[config.mk]
export PLATFORM = sky130hd
export DESIGN_NAME = fetch_ctrl_flat
export DESIGN_NICKNAME = d
export VERILOG_FILES = /design/src/rtl/fetch_ctrl_pkg.sv /design/src/rtl/fetch_ctrl_if.sv /design/src/rtl/fetch_ctrl.sv /design/src/flat_wrapper.sv
export SDC_FILE = /design/constraint.sdc
export NUM_CORES = 1
export LEC_CHECK = 0
export ABC_AREA = 1
export BUFFER_PORTS_ARGS = -buffer_cell sky130_fd_sc_hd__buf_4
export CAP_MARGIN = 30
export CORE_MARGIN = 2
export CORE_UTILIZATION = 45
export CTS_CLUSTER_SIZE = 24
export DETAILED_ROUTE_END_ITERATION = 8
export GPL_ROUTABILITY_DRIVEN = 1
export PLACE_DENSITY = 0.74
export SLEW_MARGIN = 20
export SYNTH_ARGS = -nofsm -noshare
export SYNTH_HDL_FRONTEND = slang
export SYNTH_SLANG_ARGS = --single-unit
[constraint.sdc]
create_clock -name clk -period 3.6 [get_ports clk]
set_input_delay 0.36 -clock clk [delete_from_list [all_inputs] [get_ports clk]]
set_output_delay 0.36 -clock clk [all_outputs]
set_load 0.01 [all_outputs]
[src/rtl/fetch_ctrl_pkg.sv]
// rtl/fetch_ctrl_pkg.sv - shared types and constants for the instruction fetch controller
// Holds the fetch FSM state type and the default reset PC used by fetch_ctrl.
package fetch_ctrl_pkg;

  typedef enum logic [1:0] {
    ST_IDLE  = 2'd0,
    ST_REQ   = 2'd1,
    ST_HOLD  = 2'd2,
    ST_DRAIN = 2'd3
  } fetch_state_e;

  localparam logic [31:0] FETCH_RESET_PC = 32'h0000_0000;

endpackage

[src/rtl/fetch_ctrl_if.sv]
// rtl/fetch_ctrl_if.sv - memory and decoder handshake bundle for fetch_ctrl
// Signals:
//   mem_ren_I, mem_addr_I          fetch -> instruction memory read request
//   mem_rdata_I, mem_stall_I       instruction memory -> fetch read data / busy
//   pc_o, inst_o, inst_valid_o     fetch -> decoder held instruction
//   inst_ready_i, next_pc_i        decoder -> fetch acceptance and follow-on PC
//   redirect_i, redirect_pc_i      core -> fetch flush and restart PC
// Modports: master (the fetch controller), slave (memory + core side).
interface fetch_ctrl_if;
  logic        mem_ren_I;
  logic [31:0] mem_addr_I;
  logic [31:0] mem_rdata_I;
  logic        mem_stall_I;
  logic [31:0] pc_o;
  logic [31:0] inst_o;
  logic        inst_valid_o;
  logic        inst_ready_i;
  logic [31:0] next_pc_i;
  logic        redirect_i;
  logic [31:0] redirect_pc_i;

  modport master (
    output mem_ren_I, mem_addr_I, pc_o, inst_o, inst_valid_o,
    input  mem_rdata_I, mem_stall_I, inst_ready_i, next_pc_i, redirect_i, redirect_pc_i
  );

  modport slave (
    input  mem_ren_I, mem_addr_I, pc_o, inst_o, inst_valid_o,
    output mem_rdata_I, mem_stall_I, inst_ready_i, next_pc_i, redirect_i, redirect_pc_i
  );
endinterface

[src/rtl/fetch_ctrl.sv]
// rtl/fetch_ctrl.sv - single-outstanding-read instruction fetch controller
// Ports:
//   clk          core clock, rising edge
//   rst_n        asynchronous active-low reset
//   bus          fetch_ctrl_if.master (memory read port + decoder handshake)
//   stall_cnt_o  (only with FETCH_PERF_EN) cycles spent waiting on a stalled read
// Parameter RESET_PC: PC loaded while reset is asserted.
// Optional feature macro: FETCH_PERF_EN adds the stall cycle counter.
module fetch_ctrl
  import fetch_ctrl_pkg::*;
#(
  parameter logic [31:0] RESET_PC = FETCH_RESET_PC
) (
  input  logic         clk,
  input  logic         rst_n,
  fetch_ctrl_if.master bus
`ifdef FETCH_PERF_EN
  ,
  output logic [31:0]  stall_cnt_o
`endif
);

  fetch_state_e state_q, state_d;
  logic [31:0]  pc_q, pc_d;
  logic [31:0]  inst_q, inst_d;
  logic [31:0]  pend_q, pend_d;

  always_ff @(posedge clk or negedge rst_n) begin
    if (!rst_n) begin
      state_q <= ST_IDLE;
      pc_q    <= RESET_PC;
      inst_q  <= '0;
      pend_q  <= '0;
    end else begin
      state_q <= state_d;
      pc_q    <= pc_d;
      inst_q  <= inst_d;
      pend_q  <= pend_d;
    end
  end

  always_comb begin
    state_d = state_q;
    pc_d    = pc_q;
    inst_d  = inst_q;
    pend_d  = pend_q;
    case (state_q)
      ST_IDLE: begin
        state_d = ST_REQ;
        if (bus.redirect_i) pc_d = bus.redirect_pc_i;
      end
      ST_REQ: begin
        if (bus.redirect_i) begin
          if (bus.mem_stall_I) begin
            // Read still in flight: the address must stay put until it
            // completes, so park the new target and drain.
            pend_d  = bus.redirect_pc_i;
            state_d = ST_DRAIN;
          end else begin
            pc_d = bus.redirect_pc_i;
          end
        end else if (!bus.mem_stall_I) begin
          inst_d  = bus.mem_rdata_I;
          state_d = ST_HOLD;
        end
      end
      ST_HOLD: begin
        // Redirect takes priority over acceptance.
        if (bus.redirect_i) begin
          pc_d    = bus.redirect_pc_i;
          state_d = ST_REQ;
        end else if (bus.inst_ready_i) begin
          pc_d    = bus.next_pc_i;
          state_d = ST_REQ;
        end
      end
      ST_DRAIN: begin
        // A redirect here only replaces the parked target and keeps draining,
        // even if the old read completes in the same cycle; the next read of
        // the old address is then drained as well.
        if (bus.redirect_i) begin
          pend_d = bus.redirect_pc_i;
        end else if (!bus.mem_stall_I) begin
          pc_d    = pend_q;
          state_d = ST_REQ;
        end
      end
      default: state_d = ST_IDLE;
    endcase
  end

  assign bus.mem_ren_I    = (state_q == ST_REQ) || (state_q == ST_DRAIN);
  assign bus.mem_addr_I   = pc_q;
  assign bus.pc_o         = pc_q;
  assign bus.inst_o       = inst_q;
  assign bus.inst_valid_o = (state_q == ST_HOLD);

`ifdef FETCH_PERF_EN
  logic [31:0] stall_cnt_q;

  always_ff @(posedge clk or negedge rst_n) begin
    if (!rst_n) begin
      stall_cnt_q <= '0;
    end else if (bus.mem_ren_I && bus.mem_stall_I) begin
      stall_cnt_q <= stall_cnt_q + 32'd1;
    end
  end

  assign stall_cnt_o = stall_cnt_q;
`endif

endmodule
[src/flat_wrapper.sv]
// flat-port wrapper written by rule: the top's interface ports become plain ports
module fetch_ctrl_flat import fetch_ctrl_pkg::*;
#(
  parameter logic [31:0] RESET_PC = FETCH_RESET_PC
)
  (clk, rst_n, bus_mem_ren_I, bus_mem_addr_I, bus_pc_o, bus_inst_o, bus_inst_valid_o, bus_mem_rdata_I, bus_mem_stall_I, bus_inst_ready_i, bus_next_pc_i, bus_redirect_i, bus_redirect_pc_i);
  fetch_ctrl_if bus_i ();
  input  logic clk;
  input  logic rst_n;
  output wire logic [$bits(bus_i.mem_ren_I)-1:0] bus_mem_ren_I;
  output wire logic [$bits(bus_i.mem_addr_I)-1:0] bus_mem_addr_I;
  output wire logic [$bits(bus_i.pc_o)-1:0] bus_pc_o;
  output wire logic [$bits(bus_i.inst_o)-1:0] bus_inst_o;
  output wire logic [$bits(bus_i.inst_valid_o)-1:0] bus_inst_valid_o;
  input wire logic [$bits(bus_i.mem_rdata_I)-1:0] bus_mem_rdata_I;
  input wire logic [$bits(bus_i.mem_stall_I)-1:0] bus_mem_stall_I;
  input wire logic [$bits(bus_i.inst_ready_i)-1:0] bus_inst_ready_i;
  input wire logic [$bits(bus_i.next_pc_i)-1:0] bus_next_pc_i;
  input wire logic [$bits(bus_i.redirect_i)-1:0] bus_redirect_i;
  input wire logic [$bits(bus_i.redirect_pc_i)-1:0] bus_redirect_pc_i;
  assign bus_mem_ren_I = bus_i.mem_ren_I;
  assign bus_mem_addr_I = bus_i.mem_addr_I;
  assign bus_pc_o = bus_i.pc_o;
  assign bus_inst_o = bus_i.inst_o;
  assign bus_inst_valid_o = bus_i.inst_valid_o;
  assign bus_i.mem_rdata_I = bus_mem_rdata_I;
  assign bus_i.mem_stall_I = bus_mem_stall_I;
  assign bus_i.inst_ready_i = bus_inst_ready_i;
  assign bus_i.next_pc_i = bus_next_pc_i;
  assign bus_i.redirect_i = bus_redirect_i;
  assign bus_i.redirect_pc_i = bus_redirect_pc_i;
  fetch_ctrl #(.RESET_PC(RESET_PC)) u_core (.clk(clk), .rst_n(rst_n), .bus(bus_i));
endmodule
Word-level counts from Yosys, hierarchy flattened --
Index checks and enable logic that the tools add are counted. Widths: inputs -> output; s select.
Word-level totals: logic and storage cells 45, bits in registers 98, output and inout bits 98, input port bits 101
Cells by class: mux-type cells 19, bitwise logic cells 2, reductions and logical operators 7, equal/unequal tests 13
Operator list (number):
- $mux 32 | 9
- $pmux 32 s4 | 1
- $pmux 32 s2 | 1
- $mux 2 | 7
- $ne 2x2->1 const B | 7
- $pmux 2 s4 | 1
- $ne 3x3->1 const B | 2
- $reduce_and 6->1 | 1
- $reduce_and 5->1 | 1
- $eq 2x2->1 const B | 2
- $reduce_and 4->1 | 1
- $ne 3x1->1 const B | 1
- $reduce_and 3->1 | 1
- $eq 2x1->1 const B | 1
- $logic_not 2->1 | 1
- $not 1->1 | 2
- $reduce_bool 2->1 | 1
- $logic_or 1x1->1 | 1

Longest topological paths before layout --
Gate-level depths: netlist of run 1.
depth in word-level cells 3, depth in mapped cells 8, mapped depth without buffers 7

Worst setup path before layout of run 1 --
Ideal clock, no wire load.
path kind register to register, from reg u_core.state_q[0], to reg u_core.pc_q[10] (netlist: u_core.bus.mem_addr_I[10]), library setup time 117 ps, period minus slack after synthesis 1303 ps, path buffers 2, slack 2297 ps, cell stages (with the launch flop) 9, required time 3483 ps, arrival 1186 ps, cell sequence dfrtp_1 > buf_4 > nand3_1 > nand2_1 > nor2_4 > nand2_2 > buf_4 > nand2_1 > nand2_1
On the way: cells in the longest elaborated chain, start to end 3, elaborated cells on any way between the ends 12, those cells by class 9 x eq/ne; 1 x mux; 2 x reduce/logical
Ends and longest elaborated chain:
- start, declared | line fetch_ctrl.sv:23 | fetch_state_e state_q, state_d;
- start signal, assigned | line fetch_ctrl.sv:35 | state_q <= state_d;
- $eq 2x2->1, or another cell as far along | line fetch_ctrl.sv:47 | case (state_q)
- $ne 3x1->1 (no source line) or $ne 2x2->1 (tied branches)
- $reduce_and 6->1 (no source line)
- end signal, assigned | line fetch_ctrl.sv:36 | pc_q <= pc_d;
- end, declared | line fetch_ctrl.sv:24 | logic [31:0] pc_q, pc_d;
Parallel ways exist; a longest one is shown, timed or not. A chain may end at the register's enable or synchronous reset.

Worst setup path in the final report of run 1 --
from reg u_core.state_q[1], to reg u_core.pc_q[25] (netlist: u_core.bus.mem_addr_I[25])
Same word-level chain as after synthesis.

==> results of run 1 <==
through the flow:
| step | area (um2) | total power [uW] | cells | setup WS [ps] |
|---|---|---|---|---|
| finish | 7070 | 5840 | 1084 | 1190 |
| floorplan | 5420 | 3740 | 787 | 2300 |
| CTS | 7050 | 5900 | 1082 | 1050 |
| global route | 7070 | 6350 | 1084 | 922 |
| global placement | 6700 | 4680 | 1066 | 1110 |
| detailed placement | 6700 | 4740 | 1066 | 1070 |
sequential cells by signal, indices dropped and copies added (netlist names):
signal and cells:
u_core.bus.mem_addr_I 32, u_core.state_q 2, u_core.bus.inst_o 32, u_core.pend_q 32
cell families (layout without fill, tap and decap cells):
group	count (synthesis)	after routing	share of synthesized area, %
AO/OA/AOI/OAI	33	33	3.11
buffers and inverters	175	325	15.5
flip-flops	98	98	45.2
AND/OR/NAND/NOR	481	481	36.1
how the worst max path moves through the flow:
stage / start / end / slack (ps) / cells past startpoint
final: u_core.state_q[1] / u_core.bus.mem_addr_I[25] / 1190 / 8
after detailed placement: u_core.state_q[1] / u_core.bus.inst_o[30] / 1070 / 8
after global placement: u_core.state_q[1] / u_core.bus.inst_o[7] / 1110 / 8
after global routing: u_core.state_q[1] / u_core.bus.mem_addr_I[27] / 920 / 8
after CTS: u_core.state_q[1] / u_core.bus.inst_o[30] / 1050 / 8
after floorplan: u_core.state_q[0] / u_core.bus.mem_addr_I[10] / 2300 / 8
final cells by class:
class,instances,area share (%)
Sequential cell,98,34.7
Multi-Input combinational cell,514,30.1
Timing Repair Buffer,210,22.4
Inverter,99,5.25
Clock buffer,11,3.57
Tap cell,147,2.60
Clock inverter,5,1.42
power by group:
part / internal [uW] / switching, uW
Combinational: 1250 / 1510
Clock: 715 / 422
Sequential: 1600 / 343
Total: 3570 / 2270
metal layers:
metal,vias to the layer above,routed length [um]
met5,-,0
met3,16,1080
met4,0,187
met1,2335,6060
met2,177,6830
li1,2631,-
critical path: stages (launching register included):
cell	delay (ps)
dfrtp_1	390
inv_2	510
nand2_1	190
nor2_1	160
nor2_2	50
buf_4	260
nand2_2	550
nand2_1	130
nand2_1	90
cells in the final DEF, fill, tap and decap left out, types with 3 or more instances in the layout:
| cell | netlist | layout |
|---|---|---|
| nand2_1 | 338 | 338 |
| buf_4 | 40 | 208 |
| nand3_1 | 102 | 102 |
| inv_1 | 98 | 98 |
| dfrtp_1 | 98 | 98 |
| nor2_1 | 35 | 35 |
| a21oi_1 | 29 | 29 |
| clkbuf_16 | 0 | 9 |
| o21ai_0 | 3 | 3 |
| bufinv_16 | 0 | 3 |
==> impl_results.md, run 1 <==
* Setup total negative slack at 0 ps
* Leakage Power at 0.00418 uW
* I/O pins at 199
* Crit Path Category: reg2reg
* Ys flop type: dfrtp_1
* TritonCTS clock tree: built
* Slew HR at 51.1%
* Worst Hold Class: in2async
* R2r setup slk at 1190 ps
* Avg Synthesized Cell Area at 6.89 um2
* Final HPWL DP at 9.39 mm
* Number of global-route vias before repair at 4803
* Syn nets at 888
* Peak Freq at 415 MHz
* RSZ-0062 raised after global routing: false
* DRC viols at 0
* Core region area at 11900 um2
* Number of synthesized flops with an enable pin at 0
* Nets at 1033
* Shortest period the worst path allows at 2410 ps
* Fill cell count at 1162
* Fin crit share at 66.9%
* Worst Tran Pin Value at 733 ps
* Clock-pin slew on the worst setup and hold paths at 70 ps
* Most frequent cell after synthesis: nand2_1
* Vias per inst at 4.76
* Worst Skew at 5.60 ps
* Crit-path max FO at 37
* Gr ovfl total at 0
* DR vias at 5159
* Worst EP arrival at 2690 ps
* Synthesized instance count at 787
* GRT met2 Usage at 38.2%
* First-pass iteration count of the detailed router at 5
* First-pass GRT wire length at 23.1 mm
* Die X-Extent at 114 um
* Max rail drop VDD at 0.367 mV
* Area contributors post-synth: dfrtp_1 45%, nand2_1 23%, nand3_1 9.4%
* Yosys cell types at 17
* Reg area at 2450 um2
* Synth top area share at 45.2%
* Met1 Usage GRT at 28.3%
* Drt wl/cell at 13.1 um
* CP Capture Type: flop
* Final hold vios at 0
* Max-capacitance violation count at 0
* Post-Route WL at 14.2 mm
* Skew-Pair Late Insertion Delay at 350 ps
* Final setup violation count at 0
* Hold_buf cts at 0
* TritonCTS Buffers at 9
* Reg-to-Reg Start: u_core.state_q[1]
* Fraction of layout cells with a size suffix above 1 at 24.9%
* Met3 Usage GRT at 5.15%
* CTS sink cnt at 98
* Final GP Congestion at 0.818
* GRT Util Overall at 22.4%
* Die ar. at 12900 um2
* PwrDens at 826 nW/um2
* Post-CTS Setup Inserts at 0
* Initial antenna violation count at 0
* Hold_ws at 61.7 ps
* Sequential element share of the synthesized area at 45.2%
* Multi-input gate area at 2130 um2
* Synthesized flop and latch total at 98
* Post_cts resized at 0
* Layer with the highest usage: met2
* Run status: finished, final reports clean
* Initial Util at 45.7%
* Synth warnings at 0
* Antenna fix cells at 0
* Cell Area, Synth at 5420 um2
* Final core occ at 59.6%
* Worst R2R End: u_core.bus.mem_addr_I[25]
* PortBufs at 198
* Root buf cell: clkbuf_16
* Initial DRC Count at 303
* CP startpoint kind: flop
* Final Slew Violations at 0
* H-tree depth at 3
* Clk buf depth at 2
* Worst EP required at 3880 ps
* Die H at 114 um
* Async S/R FF share, synth at 100%
* Largest net degree at the start of global routing at 62
* R2r worst-path depth at 8
* Area growth, synth to finish at 30.4%
* # rows at 40
* Antenna Nets Post-Route at 0
* Top post-synthesis cells by count: 338 x nand2_1, 102 x nand3_1, 98 x dfrtp_1, 98 x inv_1, 40 x buf_4
* Cell taking the most area after synthesis: dfrtp_1
No activity file was read; power rests on OpenSTA's default activity.
==> run 2: changes to the inputs <==
--- a/config.mk
+++ b/config.mk
@@ -5,7 +5,7 @@
 export SDC_FILE = /design/constraint.sdc
 export NUM_CORES = 1
 export LEC_CHECK = 0
-export ABC_AREA = 1
+export ABC_AREA = 0
 export BUFFER_PORTS_ARGS = -buffer_cell sky130_fd_sc_hd__buf_4
 export CAP_MARGIN = 30
 export CORE_MARGIN = 2
@@ -13,7 +13,7 @@
 export CTS_CLUSTER_SIZE = 24
 export DETAILED_ROUTE_END_ITERATION = 8
 export GPL_ROUTABILITY_DRIVEN = 1
-export PLACE_DENSITY = 0.74
+export PLACE_DENSITY = 0.76
 export SLEW_MARGIN = 20
 export SYNTH_ARGS = -nofsm -noshare
 export SYNTH_HDL_FRONTEND = slang
==> constraint.sdc (replaced) <==
create_clock -name clk -period 2.4 [get_ports clk]
set_input_delay 0.24 -clock clk [delete_from_list [all_inputs] [get_ports clk]]
set_output_delay 0.24 -clock clk [all_outputs]
set_load 0.01 [all_outputs]
==> run 2 against run 1 <==
Final cell count down 38%. Cell area down 11%. Flip-flop and latch count unchanged. Maximum frequency up 30%. Area after synthesis down 13%. First-iteration DRC count down 30%. Wire length down 16%. Global-route usage down 1.1 points. Clock power down 9%. Sequential share of layout area up 4.3 points. Largest power group unchanged.
==> impl_results.md, run 2 <==
* Avg Synthesized Cell Area at 12.5 um2 (+82%)
* TritonCTS Buffers at 9 (unchanged)
* Run status: finished, final reports clean
* Skew-Pair Late Insertion Delay at 360 ps (about the same)
* Critical Path Start: u_core.state_q[1]
* Post-Route WL at 11.9 mm (-16%)
* CTS sink cnt at 98 (unchanged)
* Slowest stage delay, CP at 440 ps (-110 ps)
* Final hold vios at 0 (unchanged)
* Worst Hold Class: in2reg
* Worst Skew at 12.1 ps (+6.55 ps)
* Area contributors post-synth: dfrtp_1 52%, mux2_4 9.6%, mux2_2 8.2%
* Antenna fix cells at 0 (unchanged)
* Initial antenna violation count at 0 (unchanged)
* Synth top area share at 52.3% (+7.0 points)
* Peak Freq at 539 MHz (+30%)
* Ys flop type: dfrtp_1
* GRT Util Overall at 21.4% (-1.1 points)
* Crit path max-delay cell type: o22ai_4
* Hold_ws at 76.0 ps (+14.3 ps)
* Drt wl/cell at 17.6 um (+35%)
* Crit-path cells: buf_4 -> a21oi_1 -> o22ai_4 -> buf_4 -> nand2_1 -> o31ai_1
* DR vias at 3697 (-28%)
* Antenna Nets Post-Route at 0 (unchanged)
* Leakage Power at 0.00293 uW (-30%)
* Root buf cell: clkbuf_8
* Async S/R FF share, synth at 100% (unchanged)
* Fin crit share at 77.3% (+10 points)
* DRC viols at 0 (unchanged)
* Commonest non-fill, non-tap cell in the layout: buf_4
* I/O pins at 199 (unchanged)
* Die ar. at 11300 um2 (-13%)
* R2r setup slk at 550 ps (-650 ps)
* CP dominant cell by count: buf_4
* Crit-path max FO at 26 (-30%)
* Largest net degree at the start of global routing at 53 (-15%)
* First-pass iteration count of the detailed router at 4 (-1)
* Clock-pin slew on the worst setup and hold paths at 90 ps (+20 ps)
* H-tree depth at 3 (unchanged)
* Vias per inst at 5.46 (+15%)
* Core region area at 10200 um2 (-14%)
* CP Capture Type: flop
* Most frequent cell after synthesis: dfrtp_1
* Post_cts resized at 0 (unchanged)
* Setup total negative slack at 0 ps (unchanged)
* Post-CTS Setup Inserts at 0 (unchanged)
* Worst EP arrival at 2120 ps (-570 ps)
* Max rail drop VDD at 0.493 mV (+34%)
* TritonCTS clock tree: built
* Synth warnings at 0 (unchanged)
* Fraction of layout cells with a size suffix above 1 at 54.7% (+30 points)
* PortBufs at 198 (unchanged)
* Yosys cell types at 30 (+13)
* Cell Area, Synth at 4690 um2 (-13%)
* Reg-to-Reg Start: u_core.state_q[1]
* Initial Util at 45.9% (+0.14 points)
* Max-capacitance violation count at 0 (unchanged)
* Number of synthesized flops with an enable pin at 0 (unchanged)
* Hold_buf cts at 1 (+1)
* Die H at 106 um (-6.7%)
* Top post-synthesis cells by count: 98 x dfrtp_1, 36 x nand2_1, 34 x mux2_2, 33 x buf_4
* Worst EP required at 2670 ps (-1210 ps)
* Synthesized instance count at 375 (-52%)
* PwrDens at 1110 nW/um2 (+34%)
* Worst Tran Pin Value at 618 ps (-115 ps)
* Final HPWL DP at 8.50 mm (-9.5%)
* Number of global-route vias before repair at 3690 (-23%)
* Synthesized flop and latch total at 98 (unchanged)
* Die X-Extent at 106 um (-6.7%)
* Gr ovfl total at 0 (unchanged)
* RSZ-0062 raised after global routing: false
* CP startpoint kind: flop
* Sequential element share of the synthesized area at 52.3% (+7.0 points)
* Syn nets at 476 (-46%)
* Min-delay src: bus_inst_ready_i
* Commonest cells after routing, fill and taps aside: 210 x buf_4, 98 x dfrtp_1, 36 x nand2_1
* # rows at 37 (-7.5%)
* Clk buf depth at 2 (unchanged)
* Nets at 637 (-38%)
* Final Slew Violations at 0 (unchanged)
* Final setup violation count at 0 (unchanged)
* Final GP Congestion at 0.824 (+0.73%)
* Crit Path Category: reg2reg
* Initial DRC Count at 212 (-30%)
* Cell taking the most area after synthesis: dfrtp_1
* Slew HR at 58.8% (+7.7 points)
* First-pass GRT wire length at 19.0 mm (-18%)
* Shortest period the worst path allows at 1850 ps (-552 ps)
* Area growth, synth to finish at 33.9%
-- run 2: cell count changes in the layout (fill, tap and decap cells not counted), moves of 32 or more --
cell,previous run,this run
nand2_1,338,36
nand3_1,102,1
inv_1,98,2
mux2_2,0,34
nor2_1,35,1
o22ai_1,0,32
o31ai_1,0,32
-- run 2: cells by family (layout without fill, tap and decap cells) --
kind of cell,count (synthesis),after routing,share of synthesized area (%)
AOI/OAI and AO/OA,102,102,16.3
and+or+nand+nor,45,45,4.40
muxes,64,64,17.8
DFF,98,98,52.3
buffers and inverters,66,232,9.25
-- run 2: layer usage --
layer  GRT usage [%]  vias up  wire, um
met1            28.1     1832      5310
met3            3.92       13       658
met2            35.6      151      5830
met4            7.14        0       148
met5               0        -         0
li1                -     1701         -
-- run 2: final timing paths --
check / cells past startpoint / to
worst max register to register: 6 / u_core.bus.mem_addr_I[25]
min in group asynchronous: 2 / u_core.bus.inst_o[5]
worst max-delay path: 6 / u_core.bus.mem_addr_I[25]
max in group asynchronous: 3 / u_core.bus.inst_o[11]
worst min-delay path: 2 / u_core.state_q[1]
worst min register to register: 1 / u_core.pend_q[31]
-- run 2: per-stage QoR --
stage	std cells	instance area, um2	utilization (%)	power [uW]	setup WS, ps
global route	677	6280	61.4	7370	374
global placement	660	6080	59.4	5870	631
finish	677	6280	61.4	6960	545
CTS	677	6280	61.4	7030	536
detailed placement	660	6080	59.4	5970	557
floorplan	375	4690	-	4600	856
-- run 2: worst max-delay path: cells and delay by family (launching register included) --
family	cells	cell delay (ps)
buf+inv	2	620
compound gates	3	660
flops	1	380
simple gates	1	90
-- run 2: cell type report --
type                    instances  area [um2]
repair buffers                214        1650
clock inverters                 6        67.6
flip-flops and latches         98        2450
fillers                       797        3950
clock buffers                  10         128
multi-input cells             211        1810
well taps                     136         170
inverters                       2        7.51
-- run 2: power breakdown --
group | switching (uW) | internal (uW)
logic | 1370 | 1780
clock network | 556 | 484
registers | 473 | 2300
total | 2390 | 4570
